<file path="src/rtl/ram_137250_arb_pkg.sv">
// Shared encodings and geometry for the 137250 scratch RAM arbiter and its
// clear sequencer.
package ram_137250_arb_pkg;

   localparam int RAM_DEPTH = 256;
   localparam int RAM_AW    = 8;
   localparam int RAM_DW    = 4;

   localparam logic [0:0] ST_IDLE  = 1'b0;
   localparam logic [0:0] ST_CLEAR = 1'b1;

   typedef enum logic [1:0] {
      GNT_NONE = 2'd0,
      GNT_CLR  = 2'd1,
      GNT_VID  = 2'd2,
      GNT_CPU  = 2'd3
   } gnt_t;

   function automatic logic [3:0] sat_inc4(input logic [3:0] v);
      return (v == 4'hF) ? v : (v + 4'd1);
   endfunction

endpackage

</file>
<file path="src/rtl/ram_137250_arb_clear_seq.sv">
// Clear sequencer: walks every RAM address once from 0 after reset or on
// start, then parks in IDLE.
module ram_clear_seq
   import ram_137250_arb_pkg::*;
(
   input  logic              clk,
   input  logic              reset,
   input  logic              start,
   output logic              busy,
   output logic [RAM_AW-1:0] addr
);

   localparam logic [RAM_AW-1:0] LAST_ADDR = RAM_AW'(RAM_DEPTH - 1);
   localparam logic [RAM_AW-1:0] ADDR_ONE  = RAM_AW'(1);

   logic [0:0]        state_r;
   logic [RAM_AW-1:0] addr_r;

   // Sweep state and address; a start while sweeping is ignored
   always_ff @(posedge clk or posedge reset) begin
      if (reset) begin
         state_r <= ST_CLEAR;
         addr_r  <= {RAM_AW{1'b0}};
      end else begin
         case (state_r)
            ST_IDLE: begin
               if (start) begin
                  state_r <= ST_CLEAR;
                  addr_r  <= {RAM_AW{1'b0}};
               end else begin
                  state_r <= ST_IDLE;
               end
            end
            ST_CLEAR: begin
               if (addr_r == LAST_ADDR) begin
                  state_r <= ST_IDLE;
                  addr_r  <= {RAM_AW{1'b0}};
               end else begin
                  addr_r  <= addr_r + ADDR_ONE;
               end
            end
            default: begin
               state_r <= ST_CLEAR;
               addr_r  <= {RAM_AW{1'b0}};
            end
         endcase
      end
   end

   assign busy = (state_r == ST_CLEAR);
   assign addr = addr_r;

endmodule

</file>
<file path="src/rtl/ram_137250_arb.sv">
// Arbiter in front of the 256x4 scratch RAM: clear sequencer, CPU port with
// starvation guard, and a pipelined video read port.
module ram_137250_arb
   import ram_137250_arb_pkg::*;
#(
   parameter logic [3:0] CLR_VALUE = 4'h0,
   parameter logic [3:0] MAX_WAIT  = 4'd4
)(
   input  logic              clk,
   input  logic              reset,
   input  logic              cpu_req,
   input  logic              cpu_we,
   input  logic [RAM_AW-1:0] cpu_addr,
   input  logic [RAM_DW-1:0] cpu_wdata,
   output logic              cpu_ack,
   output logic [RAM_DW-1:0] cpu_rdata,
   input  logic              vid_req,
   input  logic [RAM_AW-1:0] vid_addr,
   output logic              vid_valid,
   output logic [RAM_DW-1:0] vid_rdata,
   output logic              vid_drop,
   input  logic              clr_start,
   output logic              clr_busy,
   output logic [RAM_AW-1:0] ram_a,
   output logic [RAM_DW-1:0] ram_i,
   output logic              ram_w,
   output logic              ram_cs1,
   output logic              ram_cs2,
   output logic              ram_oe,
   input  logic [RAM_DW-1:0] ram_d
);

   logic              clr_busy_s;
   logic [RAM_AW-1:0] clr_addr_s;
   logic              cpu_elig_s;
   gnt_t              gnt_s;

   logic              cpu_gnt_r;
   logic              cpu_ack_r;
   logic              cpu_rd_r;
   logic [RAM_DW-1:0] rdata_hold_r;
   logic              vid_valid_r;
   logic              vid_drop_r;
   logic [3:0]        wait_cnt_r;

   ram_clear_seq u_clear_seq (
      .clk   (clk),
      .reset (reset),
      .start (clr_start),
      .busy  (clr_busy_s),
      .addr  (clr_addr_s)
   );

   // A CPU request granted last cycle sits out one cycle so a held request is not serviced twice
   assign cpu_elig_s = cpu_req && !cpu_gnt_r;

   // Grant: clear > forced CPU > video > CPU; nothing is granted while reset is held
   always_comb begin
      gnt_s = GNT_NONE;
      if (reset) begin
         gnt_s = GNT_NONE;
      end else if (clr_busy_s) begin
         gnt_s = GNT_CLR;
      end else if (cpu_elig_s && (wait_cnt_r == MAX_WAIT)) begin
         gnt_s = GNT_CPU;
      end else if (vid_req) begin
         gnt_s = GNT_VID;
      end else if (cpu_elig_s) begin
         gnt_s = GNT_CPU;
      end else begin
         gnt_s = GNT_NONE;
      end
   end

   // RAM pin drive for the granted source
   always_comb begin
      ram_a = {RAM_AW{1'b0}};
      ram_i = {RAM_DW{1'b0}};
      ram_w = 1'b1;
      case (gnt_s)
         GNT_CLR: begin
            ram_a = clr_addr_s;
            ram_i = CLR_VALUE;
            ram_w = 1'b0;
         end
         GNT_CPU: begin
            ram_a = cpu_addr;
            ram_i = cpu_wdata;
            ram_w = !cpu_we;
         end
         GNT_VID: begin
            ram_a = vid_addr;
         end
         default: begin
            ram_a = {RAM_AW{1'b0}};
         end
      endcase
   end

   // Response pipeline, CPU read hold register and video-starvation wait counter
   always_ff @(posedge clk or posedge reset) begin
      if (reset) begin
         cpu_gnt_r    <= 1'b0;
         cpu_ack_r    <= 1'b0;
         cpu_rd_r     <= 1'b0;
         rdata_hold_r <= {RAM_DW{1'b0}};
         vid_valid_r  <= 1'b0;
         vid_drop_r   <= 1'b0;
         wait_cnt_r   <= 4'd0;
      end else begin
         cpu_gnt_r   <= (gnt_s == GNT_CPU);
         cpu_ack_r   <= (gnt_s == GNT_CPU);
         cpu_rd_r    <= (gnt_s == GNT_CPU) && !cpu_we;
         vid_valid_r <= (gnt_s == GNT_VID);
         vid_drop_r  <= vid_req && (gnt_s != GNT_VID);
         if (cpu_ack_r && cpu_rd_r) begin
            rdata_hold_r <= ram_d;
         end
         if (clr_busy_s) begin
            wait_cnt_r <= wait_cnt_r;
         end else if (!cpu_req || (gnt_s == GNT_CPU)) begin
            wait_cnt_r <= 4'd0;
         end else if (cpu_elig_s && (gnt_s == GNT_VID)) begin
            wait_cnt_r <= sat_inc4(wait_cnt_r);
         end else begin
            wait_cnt_r <= wait_cnt_r;
         end
      end
   end

   assign cpu_ack   = cpu_ack_r;
   assign cpu_rdata = (cpu_ack_r && cpu_rd_r) ? ram_d : rdata_hold_r;
   assign vid_valid = vid_valid_r;
   assign vid_rdata = ram_d;
   assign vid_drop  = vid_drop_r;
   assign clr_busy  = clr_busy_s;
   assign ram_cs1   = 1'b0;
   assign ram_cs2   = 1'b1;
   assign ram_oe    = 1'b0;

endmodule

</file>
<file path="config.mk">
export PLATFORM = sky130hd
export DESIGN_NAME = ram_137250_arb
export DESIGN_NICKNAME = d
export VERILOG_FILES = /design/src/rtl/ram_137250_arb_pkg.sv /design/src/rtl/ram_137250_arb_clear_seq.sv /design/src/rtl/ram_137250_arb.sv
export SDC_FILE = /design/constraint.sdc
export NUM_CORES = 1
export LEC_CHECK = 0
export CAP_MARGIN = 25
export CORE_MARGIN = 2
export CORE_UTILIZATION = 41
export CTS_CLUSTER_DIAMETER = 150
export DETAILED_ROUTE_END_ITERATION = 10
export PLACE_DENSITY = 0.87
export SLEW_MARGIN = 20
export SYNTH_ARGS = -nofsm -noshare
export SYNTH_HDL_FRONTEND = slang
export SYNTH_SLANG_ARGS = --single-unit
</file>
<file path="constraint.sdc">
create_clock -name clk -period 2 [get_ports clk]
set_input_delay 0.2 -clock clk [delete_from_list [all_inputs] [get_ports clk]]
set_output_delay 0.2 -clock clk [all_outputs]
set_load 0.005 [all_outputs]
</file>
==> results of run 1 <==
## cells by family after synthesis
| family | Yosys count |
|---|---|
| buffers and inverters | 14 |
| multiplexers | 6 |
| XOR/XNOR | 7 |
| AND/OR/NAND/NOR | 54 |
| flip-flops | 21 |
| adder cells (fa/ha/maj) | 3 |
| AO/OA/AOI/OAI | 23 |
| other | 2 |
## critical path, stage by stage, from the launching register on
cell and delay [ns]:
dfrtp_1 0.41, inv_1 0.06, ha_2 0.17, nand3b_1 0.12, buf_4 0.18, nor2_4 0.12
nor2_4 0.08, a221o_1 0.34, buf_2 0.13
## layout by cell type (no fill, tap or decap), drive strengths merged, types with 3 or more instances in the layout
master and instances:
a21oi 3, a221o 8, and2 12, buf 42, clkbuf 3, clkdlybuf4s50 37, conb 3, dfrtp 20
dlygate4sd2 4, ha 3, inv 5, mux2 5, nand2 12, nand2b 3, nand3 3, nor2 11
nor2b 3, o21ai 5, xnor2 5
## flip-flops by register name (all words and copies together), names as in the netlist
register	flops
cpu_rd_r	1
wait_cnt_r	4
vid_valid	1
rdata_hold_r	4
cpu_ack	1
vid_drop	1
u_clear_seq.busy	1
u_clear_seq.addr	8
## power breakdown
part / internal (mW) / switching [mW] / total (mW)
clock: 0.0751 / 0.151 / 0.226
combinational: 0.226 / 0.174 / 0.400
sequential: 0.488 / 0.0766 / 0.565
total: 0.789 / 0.402 / 1.19
## how the worst min path moves through the flow
stage / from / to / slack, ns / cells after the start
floorplan: reset / cpu_ack / 0.18 / 1
global placement: rdata_hold_r[0] / rdata_hold_r[0] / 0.48 / 1
detailed placement: rdata_hold_r[1] / rdata_hold_r[1] / 0.49 / 1
CTS: reset / wait_cnt_r[3] / 0.34 / 3
global route: reset / rdata_hold_r[0] / 0.39 / 3
finish: reset / rdata_hold_r[0] / 0.36 / 3
## stage by stage
stage               instances  setup WS (ns)  TNS [ns]  util [%]  hold WS [ns]
finish                    253         -0.155     -2.07      69.1         0.364
CTS                       253         -0.142     -1.67      69.9         0.341
global route              253         -0.264     -3.65      69.1         0.391
global placement          237         -0.343     -3.95      65.0         0.481
floorplan                 131          0.348         0         -         0.184
detailed placement        237         -0.432     -5.13      65.0         0.486
## final cells by class
type	count	area share (%)
inverters	5	0.897
flip-flops and latches	21	25.2
clock buffers	3	1.08
repair buffers	83	35.0
well taps	44	2.63
clock inverters	1	0.239
multi-input cells	96	35.0
## per-layer routing
layer  track usage (%)  wire length, µm  vias to the layer above
met5                 0                0                        -
met4              14.6              127                        0
met3              3.46              301                       10
met2              45.7             2120                       61
met1              25.0             1620                      598
li1                  -                -                      599
## what timing repair did
| action | in CTS | in global routing |
|---|---|---|
| gates resized for setup | 77 | 2 |
| pin swaps | 17 | 8 |
| endpoints found under the setup margin | 17 | 17 |
| setup buffers | 14 | 3 |
| cloned | 1 | 0 |
==> results by group, run 1 <==
Outcome
  • Status: finished with violations
  • Failing checks: setup timing

Synthesis
  • Largest area contributor in the netlist: dfrtp_1
  • Synthesized area: 0.00129 mm²
  • Multiplexer area fraction after synthesis: 5.12%
  • Adder-cell area share of the yosys netlist: 2.90%
  • Synth Instances: 130
  • Post-Synth XOR/XNOR Area: 4.73%
  • Async S/R FF share, synth: 100%
  • Synth warnings: 0
  • Synth top area cells: dfrtp_1 39%, a221o_1 6.2%, and2_1 5.8%
  • Syn_area_per_cell: 9.96 µm²
  • Ys flop type: dfrtp_1
  • Netlist cell types: 38
  • Most common cell in the netlist: dfrtp_1
  • Post-synth EDFFs: 0
  • Commonest cells post-synth: 20 x dfrtp_1, 12 x and2_1, 12 x nand2_1
  • Simple-gate share of the synthesized area: 24.8%
  • Synthesized flop and latch total: 21
  • Synth top area share: 38.6%
  • Largest family of logic cells by synthesized area: simple AND/OR/NAND/NOR gates
  • Compound-Gate Fraction of Synth Area: 14.5%
  • Seq/Total Area, Yosys: 40.7%

STA
  • Crit share post-route: 108%
  • Max-slew violations: 0
  • Clock Skews: 0.0145 ns
  • PnR worst setup slack: -0.155 ns
  • RSZ-0062 raised after global routing: yes
  • Fin. Hold Viols: 0
  • Achievable clock frequency: 464 MHz
  • Final setup fails: 16
  • Post-layout min period: 2.15 ns

Placement
  • Post-DP HPWL: 2.81 mm
  • Final Wtd Congestion: 0.866
  • IO buf count: 54
  • Dpl cell area: 0.00197 mm²

Global routing
  • GR Util All Layers: 24.3%
  • Initial antenna violation count: 0
  • Pin count of the biggest net entering global routing: 22
  • Number of global-route vias before repair: 1300
  • Grt total ovfl: 0
  • Global-route wire length before repair: 6.27 mm

Clock network
  • Clk buf depth: 2
  • CTS tree: built
  • Worst-skew pair later-pin latency: 0.33 ns
  • CTS root buffer: clkbuf_4
  • CTS buffer count: 3
  • H-tree depth: 1
  • Clock sink count: 21
  • Reg clk slew, reported paths: 0.14 ns
  • CTS hold repair buffers: 0

Critical path
  • WS Path Type: reg2out
  • Worst setup SP type: flop
  • RR Endpoint: wait_cnt_r[2]
  • Reg2reg setup slack: -0.13 ns
  • CP endpoint: ram_a[4]
  • Worst Path Required: 1.80 ns
  • CP Launch Point: wait_cnt_r[0]
  • Crit path arrival time: 1.95 ns
  • CP max FO: 10
  • Worst Setup End Kind: output pin
  • Reg2Reg Depth: 12
  • R2r startpoint: wait_cnt_r[0]

Hold path
  • Worst min-delay path class: in2async

Power
  • Post-layout power: 1.19 mW
  • Cell Pwr Density: 569 mW/mm²
  • Lkg Pwr: 0.950 nW
  • Max rail drop VDD: 0.384 mV

Floorplan
  • Die width: 60.2 µm
  • Io pins: 58
  • Initial Util: 42.8%
  • Placement Rows: 20
  • Die height: 60.2 µm
  • Area of the die: 0.00362 mm²
  • Core area: 0.00303 mm²

Flow run
  • Max-cap violations: 0

Detailed routing
  • Routed Antenna Nets: 0
  • Starting DRT DRC Count: 45
  • Vias per cell: 5.01
  • DRT Pass-1 Iters: 4
  • # DRC: 0
  • Total number of vias: 1268
  • Routed WL: 4.17 mm
  • Routed len/inst: 16.5 µm

Final layout
  • Layout cells sized above 1: 32.5%
  • Finished Cell Area: 0.00209 mm²
  • Area occupied by multi-input gates: 732 µm²
  • Synthesis-to-finish area growth: 61.6%
  • Layout Nets: 243
  • FF/Latch Area: 527 µm²
  • # fillers: 212
  • Ant diodes: 0
No activity file was read; power rests on OpenSTA's default activity.
==> run 2, diff against run 1 <==
- CAP_MARGIN: 25 -> 20
- CORE_UTILIZATION: 41 -> 40
- PLACE_DENSITY: 0.87 -> 0.85
- SKIP_LAST_GASP: not set -> 1
==> run 2 against run 1 <==
The run still ends with setup timing left; setup slack got worse by 0.042 ns; register-to-register slack improved by 0.14 ns; clock skew fell by 0.0086 ns; count of clock-buffer cells in the layout did not move; first-iteration DRC count rose by 8.9%; power fell by 0.93%; global-route usage fell by 0.76 points; critical path depth did not move; worst hold slack improved by 0.094 ns; final cell count fell by 2.8%; sequential share of layout area rose by 0.40 points; core utilization fell by 2.2 points; critical endpoint is now ram_a[1]; highest routed layer unchanged.
==> results by group, run 2 (synthesized netlist as in run 1, its figures left out) <==
Detailed routing
  • Total number of vias: 1293 (+2.0%)
  • Routed WL: 4.26 mm (+2.0%)
  • Routed Antenna Nets: 0 (unchanged)
  • Vias per cell: 5.26 (+4.9%)
  • Routed len/inst: 17.3 µm (+4.9%)
  • # DRC: 0 (unchanged)
  • DRT Pass-1 Iters: 4 (unchanged)
  • Starting DRT DRC Count: 49 (+8.9%)

Final layout
  • Synthesis-to-finish area growth: 59.1%
  • Ant diodes: 0 (unchanged)
  • Layout cells sized above 1: 31.2% (-1.3 points)
  • FF/Latch Area: 527 µm² (unchanged)
  • Layout Nets: 236 (-2.9%)
  • Area occupied by multi-input gates: 744 µm² (+1.7%)
  • # fillers: 215 (+1.4%)
  • Max FFs per register: 8 (unchanged)
  • Most common cell after layout, fill and taps aside: clkdlybuf4s50_1
  • Most frequent cells in the layout: 37 x clkdlybuf4s50_1, 20 x dfrtp_1, 20 x buf_4, 11 x nand2_1, 10 x nor2_1

Power
  • Switching share of power: 33.5% (-0.24 points)
  • Cell Pwr Density: 572 mW/mm² (+0.63%)
  • Logic gate share of total power: 33.3% (-0.3 points)
  • Max rail drop VDD: 0.274 mV (-29%)
  • Design internal power: 0.784 mW (-0.58%)
  • Seq pwr share: 48.1% (+0.7 points)
  • Lkg Pwr: 0.967 nW (+1.8%)
  • Clk pwr share: 18.6% (-0.4 points)
  • Switching power: 0.395 mW (-1.6%)

Critical path
  • Crit path arrival time: 2.00 ns (+0.05 ns)
  • RR Endpoint: wait_cnt_r[1]
  • R2r startpoint: wait_cnt_r[1]
  • Reg2reg setup slack: 0.01 ns (+0.14 ns)
  • Worst setup SP type: flop
  • CP max FO: 7 (-3)
  • Worst Setup End Kind: output pin
  • Worst Path Required: 1.80 ns (about the same)
  • CP Launch Point: wait_cnt_r[0]
  • Reg2Reg Depth: 8 (-4)
  • WS Path Type: reg2out
  • CP endpoint: ram_a[1]

Placement
  • IO buf count: 54 (unchanged)
  • Post-DP HPWL: 2.80 mm (-0.57%)
  • Place WS: -0.424 ns (+0.00833 ns)
  • Final Wtd Congestion: 0.763 (-12%)

Global routing
  • Pin count of the biggest net entering global routing: 22 (unchanged)
  • Global-route wire length before repair: 6.37 mm (+1.6%)
  • GR Util All Layers: 23.6% (-0.76 points)
  • Grt total ovfl: 0 (unchanged)
  • Number of global-route vias before repair: 1379 (+6.1%)
  • Initial antenna violation count: 0 (unchanged)

Floorplan
  • Area of the die: 0.00371 mm² (+2.3%)
  • Die height: 60.9 µm (+1.2%)
  • Placement Rows: 20 (unchanged)
  • Die width: 60.9 µm (+1.2%)
  • Core area: 0.00308 mm² (+1.7%)
  • Io pins: 58 (unchanged)
  • Initial Util: 42.1% (-0.70 points)

Outcome
  • Failing checks: setup timing
  • Status: finished with violations

STA
  • Max-slew violations: 0 (unchanged)
  • Achievable clock frequency: 455 MHz (-1.9%)
  • Crit share post-route: 110% (+2.1 points)
  • Post-layout min period: 2.20 ns (+0.0421 ns)
  • PnR worst setup slack: -0.197 ns (-0.0421 ns)
  • Final hold slack: 0.457 ns (+0.0935 ns)
  • RSZ-0062 raised after global routing: yes
  • Fin. Hold Viols: 0 (unchanged)
  • Final setup fails: 12 (-4)
  • Clock Skews: 0.00592 ns (-0.00855 ns)

Clock network
  • CTS tree: built
  • H-tree depth: 1 (unchanged)
  • Clk buf depth: 2 (unchanged)
  • Reg clk slew, reported paths: 0.13 ns (about the same)
  • Clock sink count: 21 (unchanged)
  • CTS buffer count: 3 (unchanged)
  • Worst-skew pair later-pin latency: 0.32 ns (about the same)
  • CTS root buffer: clkbuf_4

Flow run
  • Max-cap violations: 0 (unchanged)

Hold path
  • Worst min-delay path class: in2async
run 2: changes by cell type in the layout (fill, tap and decap cells not counted), moves of 2 or more:
cell,delta
buf_6,-5
dlygate4sd2_1,-3
dlymetal6s2s_1,+3
buf_4,-2
inv_1,-2
inv_2,+2
mux2_2,-2
mux2_4,+2
nor2_4,-2
run 2: how the worst min path moves through the flow:
stage                    startpoint                   to  slack, ns
floorplan                     reset              cpu_ack       0.18
global placement    rdata_hold_r[3]      rdata_hold_r[3]       0.48
detailed placement  rdata_hold_r[0]      rdata_hold_r[0]       0.50
CTS                           reset      rdata_hold_r[1]       0.46
global route                  reset  u_clear_seq.addr[1]       0.48
finish                        reset  u_clear_seq.addr[0]       0.46
run 2: stage by stage:
step	util (%)	cell area (µm²)	total power, mW	setup TNS, ns	cells
3_3_place_gp	63.4	1950	0.942	-3.62	235
2_1_floorplan	-	1300	0.759	0	131
3_5_place_dp	63.4	1950	0.965	-4.73	235
5_1_grt	67.0	2060	1.26	-3.96	246
6_report	67.0	2060	1.18	-2.02	246
4_1_cts	68.4	2100	1.16	-3.41	253
run 2: per-layer routing:
metal / vias up / share of wire (%) / global-route usage [%]
met3: 19 / 8.4 / 4.90
met4: 0 / 3.5 / 13.0
met2: 71 / 52 / 43.3
met5: - / 0 / 0
li1: 586 / - / -
met1: 617 / 36 / 24.8
run 2: final cells by class:
| cell class | count | share of cell area [%] |
|---|---|---|
| multi-input cells | 96 | 36.1 |
| repair buffers | 76 | 33.4 |
| flip-flops and latches | 21 | 25.6 |
| well taps | 44 | 2.67 |
| clock buffers | 3 | 1.09 |
| inverters | 5 | 0.911 |
| clock inverters | 1 | 0.243 |
run 2: what timing repair did:
action | 4_1_cts | 5_1_grt
pin swaps | 11 | 16
hold buffers | 0 | 0
gates resized for setup | 64 | 15
buffers inserted | 14 | 3
hold endpoints to repair | 0 | 0
gates cloned | 1 | 0
endpoints found under the setup margin | 17 | 20
run 2: critical path, stage by stage (launching register included):
cell and delay (ns):
dfrtp_1 0.42, inv_2 0.08, ha_4 0.14, nand3b_1 0.13
a21oi_2 0.20, nor3b_4 0.28, buf_6 0.17, a221o_1 0.14
buf_2 0.12
run 2: power groups by stage:
stage | Clock [mW] | Combinational, mW | Sequential (mW)
floorplan | 0 | 0.209 | 0.551
global placement | 0 | 0.379 | 0.563
detailed placement | 0 | 0.398 | 0.567
CTS | 0.219 | 0.380 | 0.559
global route | 0.249 | 0.433 | 0.574
finish | 0.219 | 0.393 | 0.567
